[config.mk]
export PLATFORM = sky130hd
export DESIGN_NAME = bht_controller
export DESIGN_NICKNAME = d
export VERILOG_FILES = /design/src/rtl/bht_controller.sv
export SDC_FILE = /design/constraint.sdc
export NUM_CORES = 1
export LEC_CHECK = 0
export CAP_MARGIN = 20
export CORE_MARGIN = 2
export CORE_UTILIZATION = 50
export CTS_CLUSTER_DIAMETER = 50
export DETAILED_ROUTE_END_ITERATION = 6
export DONT_BUFFER_PORTS = 1
export SLEW_MARGIN = 25
export SYNTH_ARGS = -nofsm -noshare
export SYNTH_HDL_FRONTEND = slang
export SYNTH_SLANG_ARGS = --single-unit
[constraint.sdc]
create_clock -name clk -period 10.4 [get_ports clk]
set_clock_uncertainty 0.1 [all_clocks]
set_input_delay 1.04 -clock clk [delete_from_list [all_inputs] [get_ports clk]]
set_output_delay 1.04 -clock clk [all_outputs]
set_load 0.05 [all_outputs]
[src/rtl/bht_controller.sv]
// Branch history table controller: 2-bit saturating counters with an init sweep,
// single-cycle fetch lookups and a queued read-modify-write update path.
module bht_controller #(
  parameter int ENTRIES  = 64,
  parameter int IDX_W    = $clog2(ENTRIES),
  parameter int PC_W     = 32,
  parameter int UQ_DEPTH = 4
) (
  input  logic            clk,
  input  logic            reset,
  input  logic            flush,
  input  logic            lookup_valid,
  input  logic [PC_W-1:0] lookup_pc,
  output logic            lookup_ready,
  output logic            pred_valid,
  output logic            pred_taken,
  input  logic            upd_valid,
  input  logic [PC_W-1:0] upd_pc,
  input  logic            upd_taken,
  output logic            upd_ready,
  output logic            init_busy
);

  localparam int QP_W = $clog2(UQ_DEPTH);
  localparam int QC_W = QP_W + 1;

  typedef enum logic {ST_INIT, ST_RUN} state_t;

  state_t           state_q, state_d;
  logic [IDX_W-1:0] init_ptr_q, init_ptr_d;

  logic [1:0]       ctr [ENTRIES];
  logic [IDX_W-1:0] q_idx   [UQ_DEPTH];
  logic             q_taken [UQ_DEPTH];
  logic [QP_W-1:0]  head_q, tail_q;
  logic [QC_W-1:0]  count_q;

  logic             run, full, empty, enq, deq, lookup_fire;
  logic [IDX_W-1:0] lookup_idx, upd_idx, drain_idx;
  logic [1:0]       drain_old, drain_new;
  logic             pred_bit;
  logic             pred_valid_q, pred_taken_q;

  // Upper and byte-offset PC bits never reach the index; aliasing is intended.
  logic unused_pc_bits;
  assign unused_pc_bits = ^{lookup_pc[PC_W-1:IDX_W+2], lookup_pc[1:0],
                            upd_pc[PC_W-1:IDX_W+2], upd_pc[1:0]};

  assign lookup_idx = lookup_pc[IDX_W+1:2];
  assign upd_idx    = upd_pc[IDX_W+1:2];

  assign run          = (state_q == ST_RUN);
  assign init_busy    = (state_q == ST_INIT);
  assign full         = (count_q == QC_W'(UQ_DEPTH));
  assign empty        = (count_q == '0);
  assign lookup_ready = run && !flush;
  assign upd_ready    = !full && !flush;
  assign lookup_fire  = lookup_valid && lookup_ready;
  assign enq          = upd_valid && upd_ready;
  assign deq          = run && !empty && !flush;

  // NOTE: every signal written here gets a default first, so no path leaves
  // a value unassigned and no latch is inferred.
  always_comb begin
    state_d    = state_q;
    init_ptr_d = init_ptr_q;
    if (flush) begin
      state_d    = ST_INIT;
      init_ptr_d = '0;
    end else if (state_q == ST_INIT) begin
      if (init_ptr_q == IDX_W'(ENTRIES - 1)) begin
        state_d    = ST_RUN;
        init_ptr_d = '0;
      end else begin
        init_ptr_d = init_ptr_q + 1'b1;
      end
    end
  end

  // NOTE: sequential state uses non-blocking assignments so every register
  // samples the pre-edge values regardless of block ordering.
  always_ff @(posedge clk or negedge reset) begin
    if (!reset) begin
      state_q    <= ST_INIT;
      init_ptr_q <= '0;
    end else begin
      state_q    <= state_d;
      init_ptr_q <= init_ptr_d;
    end
  end

  // Drain read-modify-write: saturating increment on taken, decrement otherwise.
  assign drain_idx = q_idx[head_q];
  always_comb begin
    drain_old = ctr[drain_idx];
    drain_new = drain_old;
    if (q_taken[head_q]) begin
      if (drain_old != 2'b11) drain_new = drain_old + 2'b01;
    end else begin
      if (drain_old != 2'b00) drain_new = drain_old - 2'b01;
    end
  end

  // NOTE: storage arrays carry no reset; the init sweep defines the counters
  // and queue slots are only read after being written.
  always_ff @(posedge clk) begin
    if (init_busy) begin
      ctr[init_ptr_q] <= 2'b01;
    end else if (deq) begin
      ctr[drain_idx] <= drain_new;
    end
  end

  always_ff @(posedge clk) begin
    if (enq) begin
      q_idx[tail_q]   <= upd_idx;
      q_taken[tail_q] <= upd_taken;
    end
  end

  always_ff @(posedge clk or negedge reset) begin
    if (!reset) begin
      head_q  <= '0;
      tail_q  <= '0;
      count_q <= '0;
    end else if (flush) begin
      head_q  <= '0;
      tail_q  <= '0;
      count_q <= '0;
    end else begin
      if (enq) tail_q <= tail_q + 1'b1;
      if (deq) head_q <= head_q + 1'b1;
      case ({enq, deq})
        2'b10:   count_q <= count_q + 1'b1;
        2'b01:   count_q <= count_q - 1'b1;
        default: count_q <= count_q;
      endcase
    end
  end

  // Write-first bypass: a same-cycle drain to the looked-up index wins.
  assign pred_bit = (deq && (drain_idx == lookup_idx)) ? drain_new[1]
                                                       : ctr[lookup_idx][1];

  always_ff @(posedge clk or negedge reset) begin
    if (!reset) begin
      pred_valid_q <= 1'b0;
      pred_taken_q <= 1'b0;
    end else begin
      pred_valid_q <= lookup_fire;
      if (lookup_fire) pred_taken_q <= pred_bit;
    end
  end

  assign pred_valid = pred_valid_q;
  assign pred_taken = pred_taken_q;

endmodule

* Word level (Yosys, flattened, before mapping)
Memories as Yosys holds them, arrays and structs flattened.
Cells that the tools add are included.
** Storage, ports and cells
- Register bits after elaboration :: 16
- Bits in writable memories :: 156
- Input port bits :: 70
- Memories :: 3
** Memories
- ctr :: words 64, bits a word 2, read ports 2, clocked after memory_dff 0, wr ports 1, line 32 : logic [1:0] ctr [ENTRIES];
- q_idx :: words 4, bits a word 6, read ports 1, clocked after memory_dff 0, wr ports 1, line 33 : logic [IDX_W-1:0] q_idx [UQ_DEPTH];
- q_taken :: words 4, bits a word 1, read ports 1, clocked after memory_dff 0, wr ports 1, line 34 : logic q_taken [UQ_DEPTH];
** Cells by class
- $add $sub $neg :: 7
- Equality and inequality tests :: 7
- Muxes and demuxes :: 25
- Bitwise operators :: 1
- Reduce and logical (&&, ||, !) cells :: 16
** Operators with widths (number)
- $mux W6 :: 4
- $mux W2 :: 8
- $mux W1 :: 11
- $logic_and A1 B1 Y1 :: 7
- $add A2 B1 Y2 const B :: 3
- $add A6 B1 Y6 const B :: 1
- $eq A6 B6 Y1 :: 1
- $eq A6 B6 Y1 const B :: 1
- $pmux W3 S2 :: 1
- $reduce_bool A2 Y1 :: 3
- $ne A2 B2 Y1 const B :: 2
- $add A3 B1 Y3 const B :: 1
- $eq A3 B3 Y1 const B :: 1
- $logic_not A1 Y1 :: 3
- $logic_not A3 Y1 :: 1
- $mux W3 :: 1
- $reduce_bool A3 Y1 :: 1
- $sub A3 B1 Y3 const B :: 1
- $eq A2 B1 Y1 const B :: 1
- $eq A2 B2 Y1 const B :: 1
- $reduce_or A2 Y1 :: 1
- $sub A2 B1 Y2 const B :: 1
- $not A1 Y1 :: 1

* Longest topological paths before layout
- Depth in word-level cells :: 9
- Depth in mapped cells :: 12
- Mapped depth without buffers :: 9

* Worst setup path before layout
Ideal clock, no wire load.
- Kind :: register to register
- Start point :: register head_q[0]
- End point :: memory ctr[0][0] (data pin)
- Setup time :: 0.702 ns
- Data arrival time :: 4.702 ns
- Slack :: 4.896 ns
- Cell stages (with the launch flop) :: 12
- Path buffers :: 4
- Period minus slack after synthesis :: 5.504 ns
- Cells stage by stage :: dfrtp_1 > buf_6 > mux4_2 > buf_6 > buf_8 > buf_6 > mux2i_1 > o41ai_1 > a211oi_2 > a32oi_1 > a31oi_1 > o21ai_0
** Between the ends
- Word-level cells in the longest chain between the ends :: 6
- Elaborated cells between the ends (all ways) :: 11
- Classes of those cells :: 2 x add/sub; 1 x eq/ne; 4 x mux; 1 x reduce/logical; 3 x memory
** RTL lines
- start, declared :: line 35 : logic [QP_W-1:0] head_q, tail_q;
- start signal, assigned :: line 132 : if (deq) head_q <= head_q + 1'b1;
- $mem_v2 Z4 W6
- $mem_v2 Z64 W2
- $sub A2 B1 Y2 (tied with other cells) :: line 100 : if (drain_old != 2'b00) drain_new = drain_old - 2'b01;
- $mux W2 (on tied branches) :: line 100, 98
- $mux W2 (*) :: line 97 : if (q_taken[head_q]) begin
- $mux W2 (no source line) (*)
- end, declared :: line 32
Every way passes the cells marked *; elsewhere a longest branch is shown, timed or not.

* Final worst setup path
- Start point :: register head_q[0]
- End point :: memory ctr[6][0] (data pin)
Same word-level chain as after synthesis.

==> impl_results.md <==
- Status: complete, no violations
- LEAKAGE: 3.13 nW
- WL final: 18.5 mm
- CTS sink cnt: 172
- Longest Clk Path Bufs: 2
- Kind of critical path: reg -> reg
- Clock power share: 42.2%
- Seq pwr share: 51.9%
- ANT nets after route: 0
- Cell variety after synth: 57
- Dpl hpwl: 12.1 mm
- Setup violators final: 0
- Yosys warns: 0
- Final instance area: 8930 um^2
- Synthesized instance count: 560
- Layout Area Growth over Synthesis: 9.18%
- Startpoint Class: flop
- GRT Resource Usage Total: 22.4%
- Slew @ Worst Pin: 0.918 ns
- Synth area leader: edfxtp_1
- Worst-path clk slew: 0.06 ns
- CP dominant cell by count: buf_4
- DIE AREA: 17400 um^2
- Port Buffers: 0
- Initial Utilization: 51.3%
- H-tree depth: 4
- Largest net degree at the start of global routing: 49
- Layout Nets: 632
- Fin. max-slew vios: 0
- Area contributors post-synth: edfxtp_1 (57%), mux4_2 (10%), mux2i_1 (7.2%)
- Vias per cell: 6.05
- Starting DRC count in detailed routing: 556
- Max Freq: 0.212 GHz
- Hold Vio Cnt, Final: 0
- Asr flop ratio synth: 9.30%
- Hold buffers post-CTS: 0
- Total number of vias: 4748
- Vias in the first global route: 4895
- Seq cells post-synth: 172
- Synthesized cell area: 8180 um^2
- Rel. slew slack: 38.6%
- Final GP Congestion: 0.857
- Clk Latency, worst-skew pair: 0.43 ns
- Cts bufs inserted: 17
- Synthesized Nets: 636
- Post-CTS Resized: 0
- EDFF count, synth: 156
- Initial antenna violation count: 0
- WP data required: 10.49 ns
- Post-DP Area: 8340 um^2
- CP Cell Sequence: mux4_2 -> buf_4 -> mux4_1 -> nand2_1 -> o311a_1 -> o21ai_0 -> a32oi_1 -> a31oi_1 -> o21ai_4 -> buf_4
- Worst Setup End Kind: flop
- Slowest cell on crit path: dfrtp_1
- Mean Syn Cell Area: 14.6 um^2
- Top_reg_cell synth: edfxtp_1
- Fin Setup TNS: 0 ns
- RSZ-0062 raised after global routing: no
- FP Rows: 46
- First-pass GRT wire length: 28.6 mm
- Share of the synthesized area in the top cell type: 57.3%
- Power Dens Cells: 164 nW/um^2
- Period utilization: 45.3%
- Core Region: 15900 um^2
- First-pass DRT Iterations: 5
- Sw Pwr: 320 uW
- Fin util: 56.0%
- Wire length per cell: 23.5 um
- Seq/Total Area, Yosys: 62.2%
- CTS tree: done
- Die Y: 132 um
- Worst EP arrival: 4.80 ns
- # diodes: 0
- Final non-filler cell total: 785
- Placed cells: 753
- Setup bufs post-CTS: 0
- Commonest non-fill, non-tap cell in the layout: edfxtp_1
- Root Driver: clkbuf_16
- Slowest stage delay, CP: 0.83 ns
- Most frequent cells in the layout: edfxtp_1 (156), nor2_1 (94), mux2i_1 (59), mux4_2 (37), nand2_1 (31)
- Crit path time final: 4.71 ns
- Max Cap Viol: 0
- Residual DRC: 0
- Worst hold path class: in -> async
- Critical path fanouts, max: 47
- Peak supply drop: 0.100 mV
- Die Width: 132 um
- Layout cells sized above 1: 15.5%
- Power share of the combinational group: 5.9%
- Internal power: 1.14 mW
- Sw Ratio: 21.9%
- I/O pin cnt: 75
- Total gr overflow: 0
[power by group through the flow]
stage | Sequential [mW] | Clock [mW] | Combinational [mW]
3_5_place_dp | 0.774 | 0 | 0.0859
5_1_grt | 0.760 | 0.652 | 0.0923
3_3_place_gp | 0.774 | 0 | 0.0844
2_1_floorplan | 0.772 | 0 | 0.0689
6_report | 0.760 | 0.618 | 0.0864
4_1_cts | 0.760 | 0.627 | 0.0862
[layer usage]
layer,part of all wire [%],vias up,track usage [%]
met5,0,-,0
met4,1.5,0,7.55
met3,6.6,23,5.54
met2,49,164,35.9
met1,43,2412,30.3
li1,-,2149,-
[worst paths after layout]
kind / from / endpoint / slack (ns) / cells past startpoint
setup reg to reg: head_q[0] / ctr[6][0] / 5.69 / 10
setup / recovery: head_q[0] / ctr[6][0] / 5.69 / 10
min in group clk: init_ptr_q[3] / init_ptr_q[3] / 0.46 / 1
hold / removal: reset / pred_taken / 0.20 / 0
max in group asynchronous: reset / init_ptr_q[3] / 9.92 / 0
hold reg to reg: init_ptr_q[3] / init_ptr_q[3] / 0.46 / 1
[flip-flops by register name, indices dropped and copies added, names as in the netlist]
register,cells
pred_taken,1
pred_valid,1
count_q,3
run,1
tail_q,2
init_ptr_q,6
q_idx,24
ctr,128
head_q,2
q_taken,4
[stage by stage]
stage	power [mW]	hold WS (ns)	worst slack [ns]
after floorplan	0.841	0.403	4.90
after global placement	0.858	0.436	5.51
after detailed placement	0.860	0.445	5.34
after CTS	1.47	0.177	5.32
after global routing	1.50	0.179	5.30
final	1.46	0.201	5.69
[cells by family after synthesis]
family | after synthesis | share of synthesized area, %
compound gates | 56 | 5.04
xor+xnor | 14 | 1.50
fa+ha+maj | 6 | 1.01
buf+inv | 36 | 2.30
flops | 172 | 62.2
mux | 107 | 19.2
simple gates | 169 | 8.80
[worst max-delay path: cells and delay by family, from the launching register on]
family          cells  cell delay [ns]
flops               1             0.83
buf+inv             2             1.09
simple gates        1             0.10
mux                 2             1.00
compound gates      5             1.30
[cell type report]
class	instances	area, um^2
clock buffers	18	429
clock inverters	14	146
fillers	1302	7020
inverters	8	30.0
multi-input cells	352	2930
flip-flops and latches	172	5080
well taps	216	270
repair buffers	5	37.5
[Yosys cell counts (7+ instances only)]
cell and instances:
nand2_1 31, nand3_1 17, buf_2 12, dfrtp_1 16, xnor2_1 10, mux4_2 37
inv_1 7, edfxtp_1 156, mux2_2 9, o21ai_0 11, nor2_1 95, mux2i_1 59
clkbuf_1 11
Note: power is estimated with default switching activity, not from simulation.
